$ cat config.mk
export PLATFORM = sky130hd
export DESIGN_NAME = xalloc
export DESIGN_NICKNAME = d
export VERILOG_FILES = /design/src/rtl/xalloc_pkg.sv /design/src/rtl/xalloc_xcc.sv /design/src/rtl/xalloc.sv
export SDC_FILE = /design/constraint.sdc
export NUM_CORES = 1
export LEC_CHECK = 0
export ABC_CLOCK_PERIOD_IN_PS = 6500
export CAP_MARGIN = 20
export CORE_ASPECT_RATIO = 1.25
export CORE_UTILIZATION = 30
export CTS_CLUSTER_SIZE = 25
export DETAILED_ROUTE_END_ITERATION = 7
export SYNTH_ARGS = -nofsm -noshare
export SYNTH_HDL_FRONTEND = slang
export SYNTH_SLANG_ARGS = --single-unit
$ cat constraint.sdc
create_clock -name clk -period 6.5 [get_ports clk]
set_input_delay 0.65 -clock clk [delete_from_list [all_inputs] [get_ports clk]]
set_output_delay 0.65 -clock clk [all_outputs]
set_load 0.01 [all_outputs]
$ cat src/rtl/xalloc_pkg.sv
// Shared buffer-ID allocator definitions used across switch stages.
// Latency: n/a (types and constants only).
// Backpressure: n/a.
package xalloc_pkg;

    localparam int XA_DEPTH = 8;
    localparam int XA_AW    = $clog2(XA_DEPTH);

    typedef logic [XA_AW-1:0] id_t;

endpackage

$ cat src/rtl/xalloc_xcc.sv
// Circular-list pointer pair with overflow bits, registered not-empty flag and length.
// Latency: pointers and empty_n update at the edge after re/we.
// Backpressure: reads are ignored while empty, writes are ignored while full.
module xalloc_xcc
    import xalloc_pkg::*;
#(
    parameter int LENGTH    = XA_DEPTH,
    parameter bit INIT_FULL = 1'b1,
    localparam int AW       = $clog2(LENGTH)
) (
    input  logic          clk,
    input  logic          rstn,
    input  logic          re,
    input  logic          we,
    output logic [AW-1:0] rptr,
    output logic [AW-1:0] wptr,
    output logic          empty_n,
    output logic [AW:0]   length
);

    localparam logic [AW:0] FULL_CNT = (AW+1)'(LENGTH);
    localparam logic [AW:0] ONE      = {{AW{1'b0}}, 1'b1};
    localparam logic [AW:0] INIT_W   = INIT_FULL ? FULL_CNT : '0;

    logic [AW:0] rcnt, wcnt;
    logic [AW:0] rcnt_nx, wcnt_nx;
    logic        do_rd, do_wr;

    assign length = wcnt - rcnt;
    assign rptr   = rcnt[AW-1:0];
    assign wptr   = wcnt[AW-1:0];

    assign do_rd   = re & empty_n;
    assign do_wr   = we & (length != FULL_CNT);
    assign rcnt_nx = do_rd ? rcnt + ONE : rcnt;
    assign wcnt_nx = do_wr ? wcnt + ONE : wcnt;

    // Overflow bit makes full and empty distinguishable when pointers match.
    always_ff @(posedge clk or negedge rstn) begin
        if (!rstn) begin
            rcnt    <= '0;
            wcnt    <= INIT_W;
            empty_n <= INIT_FULL;
        end else begin
            rcnt    <= rcnt_nx;
            wcnt    <= wcnt_nx;
            empty_n <= (wcnt_nx - rcnt_nx) != '0;
        end
    end

endmodule

$ cat src/rtl/xalloc.sv
// Buffer-ID allocator: free-ID circular list plus in-use bitmap with double-free detection.
// Latency: grant is combinational (0 cycles); frees become grantable the next cycle.
// Backpressure: alloc_req is not granted while avail_n is low; illegal frees are dropped and flagged.
module xalloc
    import xalloc_pkg::*;
#(
    parameter int DEPTH = XA_DEPTH,
    localparam int AW   = $clog2(DEPTH)
) (
    input  logic          clk,
    input  logic          rstn,
    input  logic          alloc_req,
    output logic          alloc_gnt,
    output logic [AW-1:0] alloc_id,
    input  logic          free_vld,
    input  logic [AW-1:0] free_id,
    output logic          avail_n,
    output logic [AW:0]   free_cnt,
    output logic          err_dfree,
    output logic [AW-1:0] err_id
);

    logic [AW-1:0]    fl [DEPTH];
    logic [DEPTH-1:0] inuse, inuse_nx;
    logic [AW-1:0]    rptr, wptr;
    logic             free_ok;

    xalloc_xcc #(
        .LENGTH    (DEPTH),
        .INIT_FULL (1'b1)
    ) u_xcc (
        .clk     (clk),
        .rstn    (rstn),
        .re      (alloc_req),
        .we      (free_ok),
        .rptr    (rptr),
        .wptr    (wptr),
        .empty_n (avail_n),
        .length  (free_cnt)
    );

    assign alloc_gnt = alloc_req & avail_n;
    assign alloc_id  = fl[rptr];
    // An ID granted this cycle still reads as not-in-use, so freeing it is illegal.
    assign free_ok   = free_vld & inuse[free_id];

    always_comb begin
        inuse_nx = inuse;
        if (alloc_gnt) inuse_nx[alloc_id] = 1'b1;
        if (free_ok)   inuse_nx[free_id]  = 1'b0;
    end

    always_ff @(posedge clk or negedge rstn) begin
        if (!rstn) begin
            for (int i = 0; i < DEPTH; i++) fl[i] <= AW'(i);
            inuse     <= '0;
            err_dfree <= 1'b0;
            err_id    <= '0;
        end else begin
            if (free_ok) fl[wptr] <= free_id;
            inuse     <= inuse_nx;
            err_dfree <= free_vld & ~inuse[free_id];
            if (free_vld & ~inuse[free_id]) err_id <= free_id;
        end
    end

endmodule

==> results.md <==
* Overflow after GRT at 0
* Clock tree sinks at 45
* Nets at 229
* Slew Viols, Final at 0
* RD Place Congestion at 0.814
* Main synth FF type: dfrtp_1
* #FFs+latches synth at 45
* Detailed Place HPWL at 3580 um
* Critical Path Start Type: input pin
* Finished Cell Area at 2800 um2
* Met1 usage at 0.167
* CP endpoint kind: register
* Max-cap viol count at 0
* Layout overhead on the synthesized area at 15.9%
* Mapped Area at 2420 um2
* Grt met3 use at 0.0161
* Pre-CTS setup slack at roughly 2100 ps
* I/O Buffers at 19
* Num CTS Buffers at 5
* Post CTS Setup Buffer Count at 0
* Leak Pwr at about 1.2 nW
* Fill cell count at between 700 and 800
* Count of boundary I/O pins at 20
* Layout cell share with drive strength beyond 1 at 0.308
* Worst-path clk slew at 90 ps
* Sw frac at 0.373
* Tmin final at 4120 ps
* Worst-path maximum fanout at 18
* Post-synth EDFFs at 0
* Post-synth top cells: dfrtp_1 (31), mux2_2 (30), dfstp_2 (14), inv_1 (14), mux2i_1 (10)
* 1st-pass router iterations at 4
* Status: finished clean
* Setup slack after layout at 2380 ps
* Final hold violation count at 0
* Via density at approximately 5.0
* Setup TNS at 0 ps
* CTS Root Cell: clkbuf_8
* Final setup fails at 0
* Clock power frac at 0.123
* Vias in the first global route at 1626
* Number of library cell types mapped by synthesis at 41
* Synthesized Nets at 209
* Internal at between 0.9 and 1 mW
* Clock network latency to the later pin of the worst-skew pair at 300 ps
* Critical path arrival at 4370 ps
* Avg Inst Size Synth at 12.5 um2
* Reg-to-Reg Start: u_xcc.rcnt[0]$_DFF_PN0_
* Final Non-Filler Cells at about 310
* Cell with the most instances after synthesis: dfrtp_1
* Sequential cell fraction of total power at 0.353
* Core area at about 8000 um2
* Worst min path class: input pin to async pin
* R2R setup slack at 2600 ps
* Ant diodes at 0
* Effective utilization at floorplan at 0.310
* # rows at 36
* Final Cycle Share at 0.634
* Remaining antenna violation count at 0
* VDD IR max at around 0.00017 V
* Longest Clk Path Bufs at 2
* DR vias at 1532
* GRT Total Usage at 0.133
* Worst Setup SP: free_id[0]
* Pin count of the biggest net entering global routing at 46
* Initial antenna violation count at 0
* Synth Instances at 193
* Worst Clk Skew at between 5 and 6 ps
* Placed instance count at 300
* Slew margin rel. at 0.479
* Post-CTS Hold Buffers at 0
* GRT Max-Usage Layer: met2
* Net Switching at 0.576 mW
* Slew @ Worst Pin at 782 ps
* H-tree Lvls at 2
* FFs w/ async S/R, synth at 1.00
* Warnings, synthesis at 0
* Critical path type: input pin to register
* Die ar. at 8420 um2
* Synth top area share at 0.321
* Die width at slightly above 80 um
* Synth area leader: dfrtp_1
* Critical Path RT at roughly 6700 ps
* GR Util met2 at 0.229
* Post_cts resized at 0
* RSZ-0062 raised after global routing: no
* First-pass GRT wire length at ~8300 um
* WHS at roughly 210 ps
* Post-Route WL at between 4000 and 5000 um
* Drc violations at 0
* Achievable Freq at 0.243 GHz
* Placed Area at 2680 um2
* Seq/Total Area, Yosys at 0.473
* Combinational cell fraction of total power at 0.524
* P per Cell Area at 552 nW/um2
* Die height at 102 um
* CTS tree: done
* Main area contributors after synthesis: dfrtp_1 (32%), dfstp_2 (15%), mux2_2 (14%)
* WL/cell at around 16 um
* Iter 0 DRT Violations at 43
==> worst max-delay path, cell delays in order <==
cell,delay (ps)
clkdlybuf4s50_1,910
mux2_4,280
o2bb2ai_2,140
o21a_2,300
a21boi_0,420
nand2_1,130
xnor2_1,220
ha_1,310
nor2b_1,150
a221oi_1,330
xor2_1,200
xnor3_1,230
nand4_1,90
==> final cells by class <==
| class | instances | area (um2) | share of cell area |
|---|---|---|---|
| Clock buffer | 7 | 96.3 | 0.0344 |
| Tap cell | 95 | 119 | 0.0424 |
| Inverter | 15 | 56.3 | 0.0201 |
| Timing Repair Buffer | 20 | 205 | 0.0733 |
| Clock inverter | 1 | 5.00 | 0.00179 |
| Sequential cell | 45 | 1140 | 0.408 |
| Multi-Input combinational cell | 126 | 1170 | 0.420 |
==> through the flow <==
stage          utilization  power, mW
6_report             0.359       1.55
5_1_grt              0.359       1.68
4_1_cts              0.357       1.56
3_5_place_dp         0.344       1.37
3_3_place_gp         0.344       1.35
2_1_floorplan            -       1.09
==> power groups by stage <==
| stage | registers, mW | logic (mW) | clock network, mW |
|---|---|---|---|
| finish | 0.546 | 0.809 | 0.190 |
| global route | 0.567 | 0.908 | 0.206 |
| CTS | 0.548 | 0.818 | 0.197 |
| detailed placement | 0.552 | 0.816 | 0 |
| global placement | 0.550 | 0.799 | 0 |
| floorplan | 0.504 | 0.585 | 0 |
==> registers in the layout, summed over array words and instances (netlist names) <==
register and flops:
err_id 3, u_xcc.wcnt 4, u_xcc.rcnt 4, u_xcc.empty_n 1, inuse 8, fl 24
err_dfree 1
==> placed cells by master, fill, tap and decap left out, types with 2 or more instances in the layout <==
master and instances:
dfstp_2 14, mux2i_1 10, clkdlybuf4s50_1 18, mux4_2 2, mux2_4 4, nand3_1 7
nor3_1 4, nor2b_1 3, xnor2_1 8, mux2_2 30, nand4b_1 3, clkbuf_8 7
a2bb2oi_1 3, nand4_1 3, ha_1 8, inv_1 14, dfrtp_1 31, nor2_1 5
xor2_1 3, a21boi_0 2, a31oi_1 7, a21oi_1 2, nand2_1 6
==> kinds of logic (layout without fill, tap and decap cells) <==
logic type	count (synthesis)	count (layout)	share of synthesized area
AOI/OAI and AO/OA	22	22	0.0741
xor gates and xnor gates	12	12	0.0492
adders and majority gates	9	9	0.0497
buffers and inverters	22	43	0.0404
DFF	45	45	0.473
muxes	46	46	0.225
and+or+nand+nor	37	37	0.0886
==> per-layer routing <==
layer	wire length, um	share of wire	vias up
li1	-	-	729
met1	2160	0.44	773
met2	2570	0.52	23
met3	87	0.018	7
met4	101	0.021	0
met5	0	0	-
==> path summary, 6_finish.rpt <==
kind	end	cells after the start
max	u_xcc.empty_n$_DFF_PN1_	13
min	err_id[1]$_DFFE_PN0P_	1
max reg2reg	u_xcc.empty_n$_DFF_PN1_	15
min reg2reg	fl[15]$_DFFE_PN0P_	1
max in group asynchronous	fl[5]$_DFFE_PN1P_	2
min in group clk	fl[15]$_DFFE_PN0P_	1
Power figures use the tool's default switching activity.
